**config.mk**
```make
export PLATFORM = sky130hd
export DESIGN_NAME = ntt_coef_collector
export DESIGN_NICKNAME = d
export VERILOG_FILES = /design/src/rtl/ntt_pkg.sv /design/src/rtl/ntt_coef_buf.sv /design/src/rtl/ntt_coef_collector.sv
export SDC_FILE = /design/constraint.sdc
export NUM_CORES = 1
export LEC_CHECK = 0
export ABC_AREA = 1
export ABC_CLOCK_PERIOD_IN_PS = 3500
export BUFFER_PORTS_ARGS = -buffer_cell sky130_fd_sc_hd__buf_2
export CORE_AREA = 3 3 192 194
export DETAILED_ROUTE_END_ITERATION = 16
export DIE_AREA = 0 0 195 197
export PLACE_DENSITY = 0.79
export SETUP_SLACK_MARGIN = 0.2
export SYNTH_ARGS = -nofsm -noshare
export SYNTH_HDL_FRONTEND = slang
export SYNTH_HIERARCHICAL = 1
export SYNTH_SLANG_ARGS = --single-unit
```
**constraint.sdc**
```tcl
create_clock -name clk -period 3.5 [get_ports clk]
set_input_delay 0.525 -clock clk [delete_from_list [all_inputs] [get_ports clk]]
set_output_delay 0.525 -clock clk [all_outputs]
set_load 0.03 [all_outputs]
```
**src/rtl/ntt_pkg.sv**
```systemverilog
// ntt_pkg: shared constants and types for the NTT coefficient collector.
//   WORDS  - handshake words per polynomial
//   LANES  - coefficients packed per word
//   CW     - coefficient width in bits
//   NCOEF  - coefficients per polynomial (WORDS*LANES)
//   ADDR_W - coefficient index width
//   state_t - collector FSM states
package ntt_pkg;

    localparam int WORDS  = 16;
    localparam int LANES  = 8;
    localparam int CW     = 4;
    localparam int NCOEF  = WORDS * LANES;
    localparam int ADDR_W = $clog2(NCOEF);
    localparam int WIDX_W = $clog2(WORDS);
    localparam int LANE_W = $clog2(LANES);
    localparam int DW     = LANES * CW;
    localparam int RD_W   = 16;

    typedef enum logic [1:0] {
        IDLE    = 2'd0,
        COLLECT = 2'd1,
        FULL    = 2'd2
    } state_t;

endpackage

```
**src/rtl/ntt_coef_buf.sv**
```systemverilog
// ntt_coef_buf: NCOEF x CW coefficient register file.
// Ports:
//   clk, rst_n - clock, async active-low reset (read register only)
//   we         - write all LANES coefficients of one word
//   wr_word    - word index; lane k lands at {wr_word, k}
//   wr_data    - packed word, lane k = wr_data[k*CW +: CW]
//   rd_addr    - coefficient index
//   rd_data    - registered read, zero-extended to RD_W bits
module ntt_coef_buf
    import ntt_pkg::*;
(
    input  logic              clk,
    input  logic              rst_n,
    input  logic              we,
    input  logic [WIDX_W-1:0] wr_word,
    input  logic [DW-1:0]     wr_data,
    input  logic [ADDR_W-1:0] rd_addr,
    output logic [RD_W-1:0]   rd_data
);

    logic [NCOEF-1:0][CW-1:0] mem_q, mem_d;
    logic [RD_W-1:0]          rd_data_q, rd_data_d;

    always_comb begin
        mem_d = mem_q;
        if (we) begin
            for (int k = 0; k < LANES; k++) begin
                mem_d[{wr_word, LANE_W'(k)}] = wr_data[k*CW +: CW];
            end
        end
    end

    // Contents are don't-care after reset, so the array carries no reset.
    always_ff @(posedge clk) begin
        mem_q <= mem_d;
    end

    // Reads see the array before any same-cycle write.
    always_comb begin
        rd_data_d = {{(RD_W-CW){1'b0}}, mem_q[rd_addr]};
    end

    always_ff @(posedge clk or negedge rst_n) begin
        if (!rst_n) rd_data_q <= '0;
        else        rd_data_q <= rd_data_d;
    end

    assign rd_data = rd_data_q;

endmodule

```
**src/rtl/ntt_coef_collector.sv**
```systemverilog
// ntt_coef_collector: clk2-side receiver that gathers WORDS handshake words
// into one polynomial and holds it until the NTT core releases it.
// Optional feature macro: COLLECT_TIMEOUT_EN - discard a partial polynomial
// after 2^TO_W-1 cycles without a word while collecting.
// Ports:
//   clk, rst_n  - clk2 domain clock, async active-low reset
//   in_valid    - one-cycle word strobe from the handshake synchronizer
//   in_data     - eight packed 4-bit coefficients
//   busy        - buffer held (registered, drives handshake dbusy)
//   poly_ready  - one-cycle pulse on polynomial completion
//   core_done   - one-cycle release pulse from the NTT core
//   rd_addr     - coefficient index for the core read port
//   rd_data     - registered {12'b0, coef[rd_addr]}
//   word_cnt    - words accepted in the current polynomial
//   err_overrun - sticky, a word arrived while the buffer was held
//   timeout     - one-cycle pulse, partial polynomial discarded
module ntt_coef_collector
    import ntt_pkg::*;
#(
    parameter int TO_W = 10
) (
    input  logic              clk,
    input  logic              rst_n,
    input  logic              in_valid,
    input  logic [DW-1:0]     in_data,
    output logic              busy,
    output logic              poly_ready,
    input  logic              core_done,
    input  logic [ADDR_W-1:0] rd_addr,
    output logic [RD_W-1:0]   rd_data,
    output logic [WIDX_W-1:0] word_cnt,
    output logic              err_overrun,
    output logic              timeout
);

    state_t            state_q, state_d;
    logic [WIDX_W-1:0] word_cnt_q, word_cnt_d;
    logic              busy_q, busy_d;
    logic              poly_ready_q, poly_ready_d;
    logic              err_overrun_q, err_overrun_d;
    logic              timeout_q, timeout_d;
    logic              buf_we;

`ifdef COLLECT_TIMEOUT_EN
    localparam logic [TO_W-1:0] TO_LAST = {TO_W{1'b1}};
    logic [TO_W-1:0] to_cnt_q, to_cnt_d;
`endif

    always_comb begin
        state_d       = state_q;
        word_cnt_d    = word_cnt_q;
        poly_ready_d  = 1'b0;
        err_overrun_d = err_overrun_q;
        timeout_d     = 1'b0;
        buf_we        = 1'b0;
`ifdef COLLECT_TIMEOUT_EN
        to_cnt_d      = '0;
`endif
        case (state_q)
            IDLE: begin
                // word_cnt is 0 here, so the write lands at base 0.
                if (in_valid) begin
                    buf_we     = 1'b1;
                    word_cnt_d = WIDX_W'(1);
                    state_d    = COLLECT;
                end
            end
            COLLECT: begin
                if (in_valid) begin
                    buf_we = 1'b1;
                    if (word_cnt_q == WIDX_W'(WORDS-1)) begin
                        word_cnt_d   = '0;
                        state_d      = FULL;
                        poly_ready_d = 1'b1;
                    end else begin
                        word_cnt_d = word_cnt_q + WIDX_W'(1);
                    end
                end
`ifdef COLLECT_TIMEOUT_EN
                // Firing when the count would step onto TO_LAST means the
                // timeout lands exactly 2^TO_W-1 idle cycles after the last word.
                else if (to_cnt_q == TO_LAST - TO_W'(1)) begin
                    state_d    = IDLE;
                    word_cnt_d = '0;
                    timeout_d  = 1'b1;
                end else begin
                    to_cnt_d = to_cnt_q + TO_W'(1);
                end
`endif
            end
            FULL: begin
                // A word here is dropped even when core_done arrives with it.
                if (in_valid)  err_overrun_d = 1'b1;
                if (core_done) state_d       = IDLE;
            end
            default: state_d = IDLE;
        endcase
        busy_d = (state_d == FULL);
    end

    always_ff @(posedge clk or negedge rst_n) begin
        if (!rst_n) begin
            state_q       <= IDLE;
            word_cnt_q    <= '0;
            busy_q        <= 1'b0;
            poly_ready_q  <= 1'b0;
            err_overrun_q <= 1'b0;
            timeout_q     <= 1'b0;
        end else begin
            state_q       <= state_d;
            word_cnt_q    <= word_cnt_d;
            busy_q        <= busy_d;
            poly_ready_q  <= poly_ready_d;
            err_overrun_q <= err_overrun_d;
            timeout_q     <= timeout_d;
        end
    end

`ifdef COLLECT_TIMEOUT_EN
    always_ff @(posedge clk or negedge rst_n) begin
        if (!rst_n) to_cnt_q <= '0;
        else        to_cnt_q <= to_cnt_d;
    end
`endif

    ntt_coef_buf u_buf (
        .clk     (clk),
        .rst_n   (rst_n),
        .we      (buf_we),
        .wr_word (word_cnt_q),
        .wr_data (in_data),
        .rd_addr (rd_addr),
        .rd_data (rd_data)
    );

    assign busy        = busy_q;
    assign poly_ready  = poly_ready_q;
    assign word_cnt    = word_cnt_q;
    assign err_overrun = err_overrun_q;
    assign timeout     = timeout_q;

endmodule

```
After elaboration in Yosys (flattened, before gate mapping)
Cells that the tools add are included.
{"block": "totals", "ff_bits": 525, "elab_cells": 211}
{"block": "classes", "addsub": 1, "magnitude_cmp": 17, "eq_ne": 6, "n_mux": 40, "n_reduce_logical": 13}
{"op": "bitwise mux 512 bit", "n": 8}
{"op": "demux 4 bit (select 4 bit)", "n": 8}
{"op": "< comparator 7 x 8 -> 1 bit (second input constant)", "n": 9}
{"op": "greater-or-equal comparator 7 x 1 -> 1 bit (second input constant)", "n": 8}
{"op": "two-way mux 4 bit", "n": 12}
{"op": "binary-select mux 4 bit (select 7 bit)", "n": 1}
{"op": "logical AND 1 bit", "n": 8}
{"op": "two-way mux 2 bit", "n": 4}
{"op": "case mux 4 bit (2 select lines)", "n": 1}
{"op": "case mux 2 bit (3 select lines)", "n": 1}
{"op": "two-way mux 1 bit", "n": 5}
{"op": "adder 4 x 1 -> 4 bit (second input constant)", "n": 1}
{"op": "equality test 2 bit (second input constant)", "n": 2}
{"op": "equality test 4 bit (second input constant)", "n": 1}
{"op": "inequality test 2 bit (second input constant)", "n": 2}
{"op": "AND reduction 3 bit", "n": 1}
{"op": "equality test 2 x 1 -> 1 bit (second input constant)", "n": 1}
{"op": "zero test 2 bit", "n": 1}
{"op": "AND reduction 2 bit", "n": 1}
{"op": "nonzero test 2 bit", "n": 1}
{"op": "OR reduction 2 bit", "n": 1}

Depth between registers and ports, before layout
Gate-level depths: netlist of run 1.
{"block": "logic_depth", "word_depth": 12, "ltp_mapped": 14, "ltp_nobuf": 11}

Modules after synthesis
The synthesis of run 1 kept the hierarchy.
{"module": "ntt_coef_buf", "instances": 1, "cells_each": 1825, "area_each_um2": 21320.4, "seq_area_each_um2": 15474.8}
{"module": "ntt_coef_collector", "instances": 1, "cells_each": 50, "area_each_um2": 430.4, "seq_area_each_um2": 225.2}

Least setup slack after synthesis of run 1
Ideal clock, no wire load.
{"block": "synth_timing", "path_kind": "in2reg", "startpoint": "in in_valid", "endpoint": "reg u_buf/mem_q[128] (netlist bit), enable pin", "setup_ns": 0.421, "arrival_time_ns": 2.387, "required_time_ns": 3.079, "path_slack_ns": 0.692, "cell_stages": 5, "path_cell_list": "inv_2 -> nor2_4 -> inv_1 -> clkbuf_1 -> nor2_1"}
{"block": "synth_via", "elab_chain_len": 2}
{"item": "start, declared", "line": "ntt_coef_collector.sv:24", "source": "input logic in_valid,"}
{"item": "two-way mux 1 bit", "line": "ntt_coef_collector.sv:62, ntt_coef_collector.sv:69"}
{"item": "two-way mux 1 bit"}
{"item": "via buf_we", "line": "ntt_coef_collector.sv:42", "source": "logic buf_we;"}
{"item": "end signal, assigned", "line": "ntt_coef_buf.sv:35", "source": "mem_q <= mem_d;"}
{"item": "end, declared", "line": "ntt_coef_buf.sv:21", "source": "logic [NCOEF-1:0][CW-1:0] mem_q, mem_d;"}
The timed path passes the listed nets, and every way through them passes these cells.
A chain may end at the register's enable or synchronous reset.

Worst setup path after layout of run 1
{"block": "layout_timing", "startpoint": "reg state_q[1]", "endpoint": "reg u_buf/mem_q[206] (netlist bit), enable pin"}
{"block": "layout_via", "elab_chain_len": 3, "word_cells_on_any_way": 4, "cone_classes": "eq/ne (1); mux (1); reduce/logical (2)"}
{"item": "start, declared", "line": "ntt_coef_collector.sv:36", "source": "state_t state_q, state_d;"}
{"item": "start signal, assigned", "line": "ntt_coef_collector.sv:110", "source": "state_q <= state_d;"}
{"item": "equality test 2 x 1 -> 1 bit / zero test 2 bit (equally long branches)", "line": "ntt_coef_collector.sv:59", "source": "case (state_q)"}
{"item": "OR reduction 2 bit (no source line) *"}
{"item": "two-way mux 1 bit *"}
{"item": "via buf_we", "line": "ntt_coef_collector.sv:42"}
The timed path passes the listed nets; every way through them passes the cells marked *.

==> results of run 1 <==
sequential cells by signal (all words and copies together), names as in the netlist:
register       count
busy               1
word_cnt           4
u_buf/mem_q      512
poly_ready         1
state_q            2
err_overrun        1
u_buf/rd_data      4
layout make-up:
cell class | count | share of cell area
flip-flops and latches | 525 | 0.654
multi-input cells | 1207 | 0.220
clock buffers | 65 | 0.0570
repair buffers | 89 | 0.0290
well taps | 461 | 0.0240
clock inverters | 27 | 0.0117
inverters | 27 | 0.00453
diodes | 3 | 0.000313
power by group through the flow:
stage | clock [µW] | combinational (µW) | sequential [µW]
after floorplan | 0 | 978 | 7830
after global placement | 0 | 1620 | 7780
after detailed placement | 0 | 1680 | 7810
after CTS | 5440 | 1690 | 7680
after global routing | 5720 | 1850 | 7720
final | 5400 | 1720 | 7680
metrics by stage:
stage	cells	power [µW]	utilization
2_1_floorplan	1886	8810	-
3_3_place_gp	2308	9400	0.631
3_5_place_dp	2308	9480	0.631
4_1_cts	2401	14800	0.678
5_1_grt	2403	15300	0.679
6_report	2404	14800	0.679
cell usage in the layout (no fill, tap or decap), drive strengths merged, types with 2 or more instances in the layout:
cell type,count
nand2,625
edfxtp,512
nand3,470
nor2,90
buf,88
clkbuf,65
inv,28
clkinv,20
conb,13
dfrtp,13
bufinv,6
diode,3
o21ai,3
o22ai,2
kinds of logic (layout without fill, tap and decap cells):
logic type | Yosys count | after routing | share of synthesized area
AOI/OAI and AO/OA | 7 | 7 | 0.00196
adders and majority gates | 1 | 1 | 0.000575
buffers and inverters | 154 | 208 | 0.0429
DFF | 525 | 525 | 0.722
other | 2 | 16 | 0.000345
and+or+nand+nor | 1186 | 1186 | 0.232
metal layers:
layer / track usage / routed length (µm)
met5: 0 / 10
met4: 0.115 / 2030
met3: 0.0579 / 7560
met2: 0.438 / 25600
met1: 0.417 / 20400
path summary, 6_finish.rpt:
| check | slack (ns) | start | to |
|---|---|---|---|
| max | 0.84 | state_q[1] | u_buf/mem_q[206] |
| min | 0.17 | core_done | state_q[1] |
| max reg2reg | 0.84 | state_q[1] | u_buf/mem_q[206] |
| min reg2reg | 0.53 | err_overrun | err_overrun |
| max in group asynchronous | 2.73 | rst_n | u_buf/rd_data[3] |
| min in group asynchronous | 0.44 | rst_n | word_cnt[2] |
==> results.json, run 1 <==
{
  "status": "completed",
  "crit_required_ns": 3.67,
  "worst-endpoint-arrival_ns": 2.83,
  "grt_usage": 0.288,
  "clk_pin_slew_ns": 0.06,
  "yosys-top-cells-count": "nand2_1 (625), edfxtp_1 (512), nand3_1 (469), nor2_1 (89), buf_2 (51)",
  "die_area_um2": 38400,
  "pwr-share-seq": 0.519,
  "min_path_cells": 2,
  "dr.pass1.iters": 6,
  "crit_family": "simple AND/OR/NAND/NOR gates",
  "cts_max_level": 2,
  "path_cells": "nor2_4 -> inv_1 -> buf_4 -> nor2_4",
  "layout-drive-gt1-share": 0.0959,
  "startpoint_type": "flop",
  "netlist_instances": 1875,
  "overflow": 0,
  "seq_area_frac_synth": 0.722,
  "max_freq_ghz": 0.376,
  "die_x_um": 195,
  "setup_viol": 0,
  "placed_cell_area_um2": 22400,
  "ios": 67,
  "gp_congestion": 0.850,
  "synthArstFlopShare": 0.0248,
  "hold_viol": 0,
  "synth_edf_count": 512,
  "place_ws_ns": 0.664,
  "p_comb_frac": 0.116,
  "slowest_delay_ns": 0.92,
  "viasPerCell": 6.27,
  "synth_top_area_share": 0.707,
  "crit_slowest_cell": "nor2_4",
  "root_buffer": "clkbuf_16",
  "setup_slack_ns": 0.838,
  "synth_cell_types": 23,
  "grt_max_degree": 135,
  "worstPathMaxFanout": 32,
  "worstMarginPinSlew_ns": 1.19,
  "cts_made_buffers": 50,
  "ys_ff_latch": 525,
  "clk_latency_ns": 0.58,
  "drcViolationCount": 0,
  "period_share": 0.761,
  "p_int_uw": 11100,
  "grt_pass1_wl_mm": 84.1,
  "holdWs_ns": 0.175,
  "synth_area_um2": 21800,
  "p_switching_uw": 3700,
  "final_cell_area_um2": 24000,
  "yosys_warnings": 6,
  "seq_area_um2": 15700,
  "end_kind": "flop",
  "die_y_um": 197,
  "hp-class": "in2reg",
  "cpMostUsedCell": "nor2_4",
  "crit_cells": 4,
  "cts_setup_buffers": 0,
  "grt_pass1_vias": 14300,
  "via_count": 15100,
  "vdd_drop_max_mv": 0.513,
  "multi_input_area_um2": 5280,
  "clock_sinks": 525,
  "ant_nets": 0,
  "drv_slew": 0,
  "antenna_found_initial": 4,
  "worst_clock_skew_ns": 0.0286,
  "relSlewSlack": 0.208,
  "area_delta_synth_final_pct": 10.4,
  "yosys-top-cells-area": "edfxtp_1 (71%), nand3_1 (11%), nand2_1 (11%)",
  "core_um2": 35400,
  "layout.nets": 1944,
  "n_fill_cell": 2454,
  "cts_resized": 0,
  "yosysMostFrequentCell": "nand2_1",
  "port_buffers": 53,
  "start_util": 0.614,
  "syn_avg_cell_area_um2": 11.6,
  "power_density_nw_per_um2": 616,
  "crit_type": "reg2reg",
  "drv_cap": 0,
  "clock_path_buffers": 3,
  "path_buf_inv": 2,
  "fin_crit_ns": 2.66,
  "synth_top_area_cell": "edfxtp_1",
  "synth_flop_cell": "edfxtp_1",
  "clkPwrFrac": 0.365,
  "core.rowCount": 69,
  "finalSetupTns_ns": 0,
  "drtIter0Drc": 2302,
  "wl_per_cell_um": 23.1,
  "wl_mm": 55.6,
  "cts_tree": "done",
  "grt_setup_unrepaired": "false",
  "switching_share": 0.250,
  "p_leak_uw": 0.00887,
  "rr_worst_depth": 4,
  "cts_hold_buf": 1,
  "dpl.hpwl_mm": 31.8
}
(Power assumes the default switching activity.)
==> run 2: changes to the inputs <==
ABC_CLOCK_PERIOD_IN_PS = 2600   (was 3500)
clock period = 2.6 ns   (was 3.5 ns; I/O delays follow)
==> run 2 against run 1 <==
Total power grew 34%. Setup slack got worse by 0.33 ns. Critical path depth is 1 higher. Register-to-register slack lost 0.33 ns. Clock-buffer cell count grew 11. Critical endpoint is now u_buf/mem_q[162].
==> results.json, run 2 (same netlist as run 1, synthesis figures left out) <==
{
  "crit_required_ns": 2.85,
  "die_y_um": 197,
  "max_freq_ghz": 0.478,
  "dpl.hpwl_mm": 34.5,
  "cts_resized": 0,
  "clk_pin_slew_ns": 0.06,
  "die_x_um": 195,
  "fin_cells": 2426,
  "clock_path_buffers": 3,
  "layout-drive-gt1-share": 0.107,
  "period_share": 0.805,
  "relSlewSlack": 0.463,
  "hold_viol": 0,
  "startpoint_type": "flop",
  "root_buffer": "clkbuf_16",
  "finalSetupTns_ns": 0,
  "clock_sinks": 525,
  "p_comb_frac": 0.122,
  "largest_reg_flops": 512,
  "status": "completed",
  "antenna_found_initial": 4,
  "drv_cap": 0,
  "regMostFlops": "u_buf/mem_q",
  "setup_viol": 0,
  "gp_congestion": 0.892,
  "hp-class": "in2reg",
  "clkPwrFrac": 0.357,
  "grt_pass1_vias": 14700,
  "ios": 67,
  "power_density_nw_per_um2": 819,
  "min_path_cells": 2,
  "grt_usage": 0.299,
  "core_um2": 35400,
  "cts_setup_buffers": 0,
  "port_buffers": 53,
  "layout_commonest_cell": "nand2_1",
  "reg2reg_from": "word_cnt[2]",
  "switching_share": 0.255,
  "end_kind": "flop",
  "rr_worst_depth": 5,
  "grt_setup_unrepaired": "false",
  "worst-endpoint-arrival_ns": 2.35,
  "ant_nets": 0,
  "drtIter0Drc": 2308,
  "area_delta_synth_final_pct": 11.4,
  "drcViolationCount": 0,
  "pwr-share-seq": 0.521,
  "layout.nets": 1966,
  "cts_made_buffers": 50,
  "holdWs_ns": 0.0639,
  "clk_latency_ns": 0.55,
  "cts_max_level": 2,
  "place_ws_ns": 0.439,
  "cts_hold_buf": 1,
  "rrSetupSlack_ns": 0.51,
  "n_fill_cell": 2413,
  "grt_max_degree": 93,
  "fin_crit_ns": 2.09,
  "vdd_drop_max_mv": 0.664,
  "wl_per_cell_um": 23.9,
  "setup_slack_ns": 0.506,
  "grt_pass1_wl_mm": 87.7,
  "multi_input_area_um2": 5280,
  "core.rowCount": 69,
  "viasPerCell": 6.26,
  "p_switching_uw": 5060,
  "p_int_uw": 14800,
  "worstPathMaxFanout": 24,
  "worstMarginPinSlew_ns": 0.805,
  "die_area_um2": 38400,
  "drv_slew": 0,
  "hp-start": "core_done",
  "start_util": 0.614,
  "crit_type": "reg2reg",
  "worst_clock_skew_ns": 0.0153,
  "wl_mm": 58.1,
  "seq_area_um2": 15700,
  "placedCellCount": 2330,
  "p_leak_uw": 0.00899,
  "cts_tree": "done",
  "dr.pass1.iters": 9,
  "overflow": 0,
  "min_to": "state_q[1]",
  "r2r_end": "u_buf/mem_q[162]",
  "via_count": 15200,
  "layout_common_cells": "nand2_1 (625), edfxtp_1 (512), nand3_1 (469)"
}
==> run 2: cell count changes in the layout (fill, tap and decap cells not counted), sizes merged <==
| cell | previous run | this run |
|---|---|---|
| buf | 88 | 110 |
| clkbuf | 65 | 76 |
| clkinv | 20 | 14 |
| bufinv | 6 | 1 |
==> run 2: worst max path at each step <==
stage,start,cells past startpoint,slack (ns),end
global placement,rd_addr[0],12,0.46,u_buf/rd_data[2]
floorplan,state_q[1],4,-0.19,u_buf/mem_q[32]
finish,word_cnt[2],5,0.51,u_buf/mem_q[162]
CTS,word_cnt[2],5,0.57,u_buf/mem_q[162]
detailed placement,rd_addr[0],12,0.44,u_buf/rd_data[2]
global route,word_cnt[0],5,0.46,u_buf/mem_q[162]
==> run 2: layer usage <==
layer | wire (µm) | GRT usage | share of wire | vias up
met3 | 7560 | 0.0663 | 0.13 | 206
met2 | 27000 | 0.464 | 0.46 | 1100
met1 | 21300 | 0.426 | 0.37 | 7249
met5 | 0 | 0 | 0 | -
met4 | 2270 | 0.107 | 0.039 | 0
li1 | - | - | - | 6625
==> run 2: layout make-up <==
type,count,share of cell area
repair buffers,111,0.0392
inverters,27,0.00449
clock buffers,76,0.0620
diodes,3,0.000310
flip-flops and latches,525,0.648
well taps,461,0.0238
multi-input cells,1207,0.218
clock inverters,16,0.00444
==> run 2: critical path, cell delays in order (launching register included) <==
cell and delay, ns:
dfrtp_1 0.52, inv_1 0.10, nor2_1 0.25, nand2_1 0.28, nor2_4 0.37, buf_12 0.25
==> run 2: per-stage QoR <==
step	utilization	cell area, µm²	power, µW
4_1_cts	0.684	24200	19800
5_1_grt	0.684	24200	20400
3_5_place_dp	0.639	22600	12900
2_1_floorplan	-	21800	11900
6_report	0.685	24200	19800
3_3_place_gp	0.639	22600	12800
==> run 2: power by group through the flow <==
stage / Combinational (µW) / Sequential, µW / Clock (µW)
final: 2420 / 10300 / 7070
after global routing: 2600 / 10400 / 7460
after CTS: 2370 / 10300 / 7130
after detailed placement: 2350 / 10500 / 0
after global placement: 2270 / 10500 / 0
after floorplan: 1320 / 10500 / 0
